File: src/rtl/uart_tx_arbiter.sv
`default_nettype none
// ============================================================================
// Module   : uart_tx_arbiter
// Purpose  : Shares one UART transmitter between NUM_REQ byte-stream sources.
//            The arbiter is round-robin. A grant lasts for a burst of up to
//            MAX_BURST bytes. When TAG_EN is set, a channel-tag byte
//            (TAG_BASE + index) is sent ahead of each burst.
// Ports    : clk            system clock
//            rst_n          asynchronous reset, active-low
//            en             block enable; low clears all state synchronously
//            s_axis_tdata   source bytes, channel i at [8*i+7:8*i]
//            s_axis_tvalid  source byte valid, one bit per channel
//            s_axis_tready  source byte accepted, one bit per channel
//            m_axis_tdata   byte to uart_tx
//            m_axis_tvalid  byte valid to uart_tx
//            m_axis_tready  uart_tx accepts byte
//            grant_id       index of the granted source
//            grant_valid    a grant is active (TAG or DATA state)
// Revision : 1.0 - initial release
// ============================================================================
module uart_tx_arbiter #(
  parameter int         NUM_REQ   = 4,
  parameter int         ID_W      = 2,
  parameter int         MAX_BURST = 16,
  parameter bit         TAG_EN    = 1'b1,
  parameter logic [7:0] TAG_BASE  = 8'hA0
) (
  input  logic                 clk,
  input  logic                 rst_n,
  input  logic                 en,
  input  logic [8*NUM_REQ-1:0] s_axis_tdata,
  input  logic [NUM_REQ-1:0]   s_axis_tvalid,
  output logic [NUM_REQ-1:0]   s_axis_tready,
  output logic [7:0]           m_axis_tdata,
  output logic                 m_axis_tvalid,
  input  logic                 m_axis_tready,
  output logic [ID_W-1:0]      grant_id,
  output logic                 grant_valid
);

  typedef enum logic [1:0] {
    S_IDLE = 2'd0,
    S_TAG  = 2'd1,
    S_DATA = 2'd2
  } state_t;

  localparam logic [7:0]      c_MAX_BURST = 8'(MAX_BURST);
  localparam logic [ID_W-1:0] c_LAST_ID   = ID_W'(NUM_REQ - 1);

  state_t          r_state;
  logic [ID_W-1:0] r_rr_ptr;
  logic [7:0]      r_cnt;

  logic            w_free;
  logic            w_src_valid;
  logic [7:0]      w_src_data;
  logic            w_found;
  logic [ID_W-1:0] w_pick;
  logic            w_xfer;
  logic            w_exit;

  // The output register can take a new byte when it is empty or is being
  // drained in this same cycle.
  assign w_free = !m_axis_tvalid || m_axis_tready;

  // Select the granted source's valid and data.
  always_comb begin
    w_src_valid = 1'b0;
    w_src_data  = 8'h00;
    for (int i = 0; i < NUM_REQ; i++) begin
      if (grant_id == ID_W'(i)) begin
        w_src_valid = s_axis_tvalid[i];
        w_src_data  = s_axis_tdata[8*i +: 8];
      end
    end
  end

  // Round-robin pick in two passes. The first pass looks for the lowest
  // requester at or above r_rr_ptr. If none is found, the second pass takes
  // the lowest requester overall. That requester is below r_rr_ptr, so the
  // two passes together cover the wrap-around.
  always_comb begin
    w_found = 1'b0;
    w_pick  = '0;
    for (int i = 0; i < NUM_REQ; i++) begin
      if (!w_found && s_axis_tvalid[i] && (ID_W'(i) >= r_rr_ptr)) begin
        w_found = 1'b1;
        w_pick  = ID_W'(i);
      end
    end
    for (int i = 0; i < NUM_REQ; i++) begin
      if (!w_found && s_axis_tvalid[i]) begin
        w_found = 1'b1;
        w_pick  = ID_W'(i);
      end
    end
  end

  always_comb begin
    s_axis_tready = '0;
    for (int i = 0; i < NUM_REQ; i++) begin
      s_axis_tready[i] = en && (r_state == S_DATA) && (grant_id == ID_W'(i)) && w_free;
    end
  end

  assign w_xfer = (r_state == S_DATA) && w_free && w_src_valid;
  // A burst ends when the byte that reaches the limit is transferred, or when
  // the output register is free and the source has nothing to offer.
  assign w_exit = (r_state == S_DATA) &&
                  ((w_xfer && ((r_cnt + 8'd1) == c_MAX_BURST)) ||
                   (w_free && !w_src_valid));

  always_ff @(posedge clk or negedge rst_n) begin
    if (!rst_n) begin
      r_state       <= S_IDLE;
      r_rr_ptr      <= '0;
      r_cnt         <= 8'd0;
      m_axis_tdata  <= 8'h00;
      m_axis_tvalid <= 1'b0;
      grant_id      <= '0;
      grant_valid   <= 1'b0;
    end else if (!en) begin
      r_state       <= S_IDLE;
      r_rr_ptr      <= '0;
      r_cnt         <= 8'd0;
      m_axis_tdata  <= 8'h00;
      m_axis_tvalid <= 1'b0;
      grant_id      <= '0;
      grant_valid   <= 1'b0;
    end else begin
      // Drain the output register. A load below in the same cycle overrides
      // this clear.
      if (m_axis_tready) begin
        m_axis_tvalid <= 1'b0;
      end

      case (r_state)
        S_IDLE: begin
          if (w_found) begin
            grant_id    <= w_pick;
            grant_valid <= 1'b1;
            r_cnt       <= 8'd0;
            r_state     <= TAG_EN ? S_TAG : S_DATA;
          end
        end
        S_TAG: begin
          if (w_free) begin
            m_axis_tdata  <= TAG_BASE + 8'(grant_id);
            m_axis_tvalid <= 1'b1;
            r_state       <= S_DATA;
          end
        end
        S_DATA: begin
          if (w_xfer) begin
            m_axis_tdata  <= w_src_data;
            m_axis_tvalid <= 1'b1;
            r_cnt         <= r_cnt + 8'd1;
          end
          if (w_exit) begin
            r_state     <= S_IDLE;
            grant_valid <= 1'b0;
            r_rr_ptr    <= (grant_id == c_LAST_ID) ? '0 : grant_id + ID_W'(1);
          end
        end
        default: r_state <= S_IDLE;
      endcase
    end
  end

endmodule
`default_nettype wire
File: config.mk
export PLATFORM = sky130hd
export DESIGN_NAME = uart_tx_arbiter
export DESIGN_NICKNAME = d
export VERILOG_FILES = /design/src/rtl/uart_tx_arbiter.sv
export SDC_FILE = /design/constraint.sdc
export NUM_CORES = 1
export LEC_CHECK = 0
export ABC_AREA = 1
export CORE_MARGIN = 2
export CORE_UTILIZATION = 30
export CTS_CLUSTER_DIAMETER = 40
export DETAILED_ROUTE_END_ITERATION = 10
export SETUP_SLACK_MARGIN = 0.3
export SYNTH_ARGS = -nofsm -noshare
export SYNTH_HDL_FRONTEND = slang
export SYNTH_SLANG_ARGS = --single-unit
File: constraint.sdc
create_clock -name clk -period 1.9 [get_ports clk]
set_input_delay 0.38 -clock clk [delete_from_list [all_inputs] [get_ports clk]]
set_output_delay 0.38 -clock clk [all_outputs]
set_load 0.05 [all_outputs]
# --- Yosys cells after proc, flatten, opt, wreduce, memory -nomap -nowiden ---
# Index checks and enable logic that the tools add are counted.
classes:
  n_addsub: 3
  order_cmp: 4
  n_eq_ne: 16
  n_mux: 52
  n_reduce_logical: 44
op_table:
  columns: ["op", "count"]
  rows:
  - ["8-bit two-way mux", 10]
  - ["2-bit two-way mux", 17]
  - ["8-bit one-hot mux with 2 select lines", 2]
  - ["1-bit logical AND", 25]
  - ["1-bit two-way mux", 20]
  - ["3-bit != test, second input constant", 4]
  - ["3-bit AND reduction", 4]
  - ["1-bit logical NOT", 9]
  - ["8-bit by 1-bit adder with 8-bit output, second input constant", 1]
  - ["8-bit by 2-bit adder with 8-bit output, first input constant", 1]
  - ["8-bit by 5-bit equality test with 1-bit output, second input constant", 1]
  - ["2-bit by 1-bit != test with 1-bit output, second input constant", 4]
  - ["2-bit equality test, second input constant", 3]
  - ["3-bit by 1-bit != test with 1-bit output, second input constant", 2]
  - ["2-bit one-hot mux with 3 select lines", 1]
  - ["2-bit by 1-bit equality test with 1-bit output, second input constant", 2]
  - ["1-bit by 2-bit greater-or-equal comparator with 1-bit output, first input constant", 2]
  - ["2-bit greater-or-equal comparator, first input constant", 2]
  - ["2-bit logical NOT", 2]
  - ["1-bit one-hot mux with 2 select lines", 2]
  - ["2-bit AND reduction", 2]
  - ["2-bit by 1-bit adder with 2-bit output, second input constant", 1]
  - ["1-bit logical OR", 2]
totals:
  ff_bits: 24
  inputBits: 40
  out_inout_bits: 16
  word_cells: 126

# --- Logic depth before layout (Yosys ltp) ---
depth:
  ltp_word: 30
  mapped_depth: 15
  depth_no_buf: 15

# --- Worst setup path before layout ---
# Ideal clock, no wire load.
synth_timing:
  kind: "reg-to-output"
  startpoint: "register grant_id[0]"
  endpoint: "output port s_axis_tready[2]"
  arrival_ps: 2516
  slack_ps: -996
  stages_incl_launch_ff: 7
  n_path_buf: 2
  cell_sequence: "dfrtp_1 > inv_1 > ha_1 > buf_2 > clkbuf_1 > inv_1 > nor3_1"
synth_between:
  elab_chain_len: 3
synth_lines:
  columns: ["item", "line", "text"]
  rows:
  - ["start, declared", "37", "output logic [ID_W-1:0] grant_id,"]
  - ["start signal, assigned", "140", "grant_id <= w_pick;"]
  - ["2-bit equality test", "102", "s_axis_tready[i] = en && (r_state == S_DATA) && (grant_id == ID_W'(i)) && w_free;"]
  - ["1-bit logical AND (2 in series)", "102", null]
  - ["end, declared", "33", "output logic [NUM_REQ-1:0] s_axis_tready,"]
# Every way passes these cells.

# --- Worst setup path after layout ---
# Ends and elaborated chain as after synthesis.

==> results_tabular.tex <==
\begin{tabular}{lr}
\hline
Metric & Value \\
\hline
\multicolumn{2}{l}{\textbf{Global routing}} \\
Total routing resource utilization after global routing & 0.164 \\
Initial antenna violation count & 0 \\
Number of global-route vias before repair & 1853 \\
Total grt overflow & 0 \\
First-pass GRT wire length & 8.42 mm \\
Pin count of the biggest net entering global routing & 25 \\
\multicolumn{2}{l}{\textbf{Floorplan}} \\
Die extent in y & 81.4 µm \\
Core box area & 5850 µm² \\
Number of rows in the core area & 28 \\
Die area & 6630 µm² \\
Effective utilization at floorplan & 0.308 \\
Die X & 81.4 µm \\
Number of top-level design ports & 56 \\
\multicolumn{2}{l}{\textbf{Timing}} \\
Hold violation total from the final report & 0 \\
Setup repair after global routing missed its margin & true \\
Worst Skew & $\sim$0.0035 ns \\
Setup Total Neg Slack & 0 ns \\
Max Clock Freq & 553 MHz \\
Period utilisation layout & 0.951 \\
Final Worst Setup Slack & 0.0924 ns \\
Minimum clock period & 1.81 ns \\
Fin. max-slew vios & 0 \\
Setup violators final & 0 \\
Final-layout worst hold slack & 0.474 ns \\
Pin slew with the least headroom to its limit & 0.498 ns \\
Tightest slew margin relative to the limit & 0.669 \\
\multicolumn{2}{l}{\textbf{Placement}} \\
Number of buffer cells added on primary ports & 55 \\
Worst slack at placement & -0.124 ns \\
Dpl hpwl & 3.90 mm \\
Routability congestion estimate & around 0.84 \\
\multicolumn{2}{l}{\textbf{Drt}} \\
Starting DRT DRC Count & around 90 \\
Routed length on met2 & 2.80 mm \\
Highest routed metal layer & met4 \\
Final Routed Wirelength & about 5.5 mm \\
Amount of wire on met3 after detailed routing & between 200 and 300 µm \\
Drt pass-1 iters & 4 \\
Detailed-routing wirelength on met1 & between 2 and 2.5 mm \\
Average detailed-routed wire length per instance & 13.4 µm \\
Vias after detailed routing & 2032 \\
Vias per std cell & about 4.9 \\
Post-route ant nets & 0 \\
Number of design rule violations left after detail routing & 0 \\
\multicolumn{2}{l}{\textbf{Synth}} \\
Cell count after synthesis & roughly 240 \\
Syn Std Cell Area & approximately 1800 µm² \\
Post-synth cell types & 35 \\
Post-synthesis sequential area ratio & 0.334 \\
Count of synthesis-stage warnings from yosys & 0 \\
Number of nets produced by synthesis & about 290 \\
Post-synthesis area per instance & 7.59 µm² \\
Synthesis-stage register bit count & 24 \\
\multicolumn{2}{l}{\textbf{Worst setup path}} \\
Number of buffer and inverter instances along the worst setup path & 3 \\
Cell family with most CP delay & flip-flops \\
Critical setup path kind & register to primary output \\
Largest fanout of any net on the critical path & 4 \\
Crit path arrival time & approximately 1.4 ns \\
Crit Reg-Reg Endpoint & r\_cnt[1] \\
R2R depth & 14 \\
Worst EP required & 1.52 ns \\
RR Startpoint & grant\_id[1] \\
Cell Chain, Critical Path & inv\_4 -> ha\_4 -> inv\_2 -> nor3\_4 -> buf\_12 \\
Delay of the slowest critical-path stage & 0.48 ns \\
Standard cell with the maximum stage delay on the critical path & dfrtp\_2 \\
Setup slack, reg-to-reg & between 0.1 and 0.15 ns \\
Capturing element type of the critical path & primary output \\
Nature of the critical path startpoint & register \\
\multicolumn{2}{l}{\textbf{Clock network}} \\
CTS buffer count & 3 \\
TritonCTS clock tree & built \\
Number of H-tree branching levels & 1 \\
Root buffer cell & clkbuf\_8 \\
Later-pin clock latency in the skew report & 0.27 ns \\
Max clock buf depth & 2 \\
Clock sink count & 24 \\
CTS clock-pin slew for the worst setup and hold paths & around 0.09 ns \\
\multicolumn{2}{l}{\textbf{Run status}} \\
Status & finished, final reports clean \\
\multicolumn{2}{l}{\textbf{Pwr}} \\
Leakage Power & 1.43 nW \\
Total chip power & between 0.002 and 0.003 W \\
Worst vdd ir & 0.444 mV \\
Pwr per Cell Area & 775 nW/µm² \\
\multicolumn{2}{l}{\textbf{Finish}} \\
Commonest non-fill, non-tap cell in the layout & buf\_4 \\
Most used cells in the layout excluding fill and tap cells & buf\_4 (48), nand2\_1 (41), clkdlybuf4s50\_1 (36) \\
Antenna fix cells & 0 \\
Area growth syn-to-layout & 80.1\% \\
Share of layout cells above drive strength 1 & 0.419 \\
Count of fill cells added during filler insertion & 517 \\
Final layout net count & 389 \\
\multicolumn{2}{l}{\textbf{Flow run}} \\
Max-cap violations & 0 \\
\multicolumn{2}{l}{\textbf{Hold path}} \\
Classification of the worst-slack hold path & input pin to asynchronous set/reset pin \\
\hline
\end{tabular}
## cell families (layout without fill, tap and decap cells)
family | Yosys count | in the layout | synth area share
DFF | 24 | 24 | 0.334
buffers and inverters | 32 | 133 | 0.0862
and+or+nand+nor | 102 | 103 | 0.259
AOI/OAI and AO/OA | 68 | 68 | 0.248
adders and majority gates | 9 | 9 | 0.0626
xor gates and xnor gates | 2 | 2 | 0.00974
## per-stage QoR
stage	utilization	instance area, µm²	cells
4_1_cts	0.510	2980	405
5_1_grt	0.554	3240	414
2_1_floorplan	-	1910	237
3_3_place_gp	0.467	2740	388
3_5_place_dp	0.467	2740	388
6_report	0.554	3240	414
## worst reg2reg max path: cells and delay by family, from the launching register on
family,cells,cell delay [ns]
AO/OA/AOI/OAI,3,0.31
adder cells (fa/ha/maj),1,0.17
buffers and inverters,2,0.19
flip-flops,1,0.44
AND/OR/NAND/NOR,8,0.57
## power breakdown
group,switching [W],internal [W],leakage (nW)
Combinational,0.000844,0.000650,1.09
Clock,0.000171,0.000185,0.0288
Sequential,0.0000732,0.000586,0.320
Total,0.00109,0.00142,1.43
## metal layers
layer / track usage / up-vias
li1: - / 1004
met1: 0.209 / 969
met2: 0.293 / 53
met3: 0.0198 / 6
met4: 0.0407 / 0
met5: 0 / -
## flip-flops by register name, indices dropped and copies added (netlist names)
register       flops
grant_id           2
r_cnt              8
r_rr_ptr           2
r_state            2
m_axis_tvalid      1
m_axis_tdata       8
grant_valid        1
## worst max-delay path by stage
stage | startpoint | end | depth (start not counted)
after floorplan | grant_id[1] | r_cnt[6] | 14
after global placement | s_axis_tvalid[0] | r_cnt[4] | 10
after detailed placement | s_axis_tvalid[0] | r_cnt[4] | 10
after CTS | grant_id[1] | s_axis_tready[1] | 6
after global routing | grant_id[1] | r_cnt[6] | 14
final | grant_id[0] | s_axis_tready[2] | 5
## cell usage after synthesis, drive strengths merged
library cell / n / area (µm²)
a22oi: 6 / 45.0
dfrtp: 24 / 601
buf: 4 / 47.5
o21bai: 1 / 7.51
nand3b: 4 / 30.0
clkbuf: 4 / 15.0
xor2: 2 / 17.5
clkinv: 1 / 3.75
nand4: 2 / 18.8
a21oi: 16 / 83.8
nand2: 66 / 268
ha: 9 / 113
nor2: 14 / 65.1
o211ai: 8 / 73.8
nor3: 3 / 15.0
nand3: 13 / 70.1
o21ai: 33 / 199
inv: 23 / 88.8
a21boi: 1 / 7.51
o21a: 3 / 30.0
## cell type report
cell class	instances	area [µm²]	share of cell area
clock buffers	4	55.1	0.0170
flip-flops and latches	24	603	0.186
well taps	75	93.8	0.0290
repair buffers	105	1010	0.313
inverters	24	105	0.0324
multi-input cells	182	1370	0.423
## what timing repair did
| item | in CTS | in global routing |
|---|---|---|
| buffers inserted | 13 | 7 |
| hold buffers | 0 | 0 |
| setup endpoints to repair | 33 | 27 |
| resized for setup | 33 | 41 |
| pin swaps | 8 | 18 |
| gates cloned | 0 | 2 |
Power figures use the tool's default switching activity.
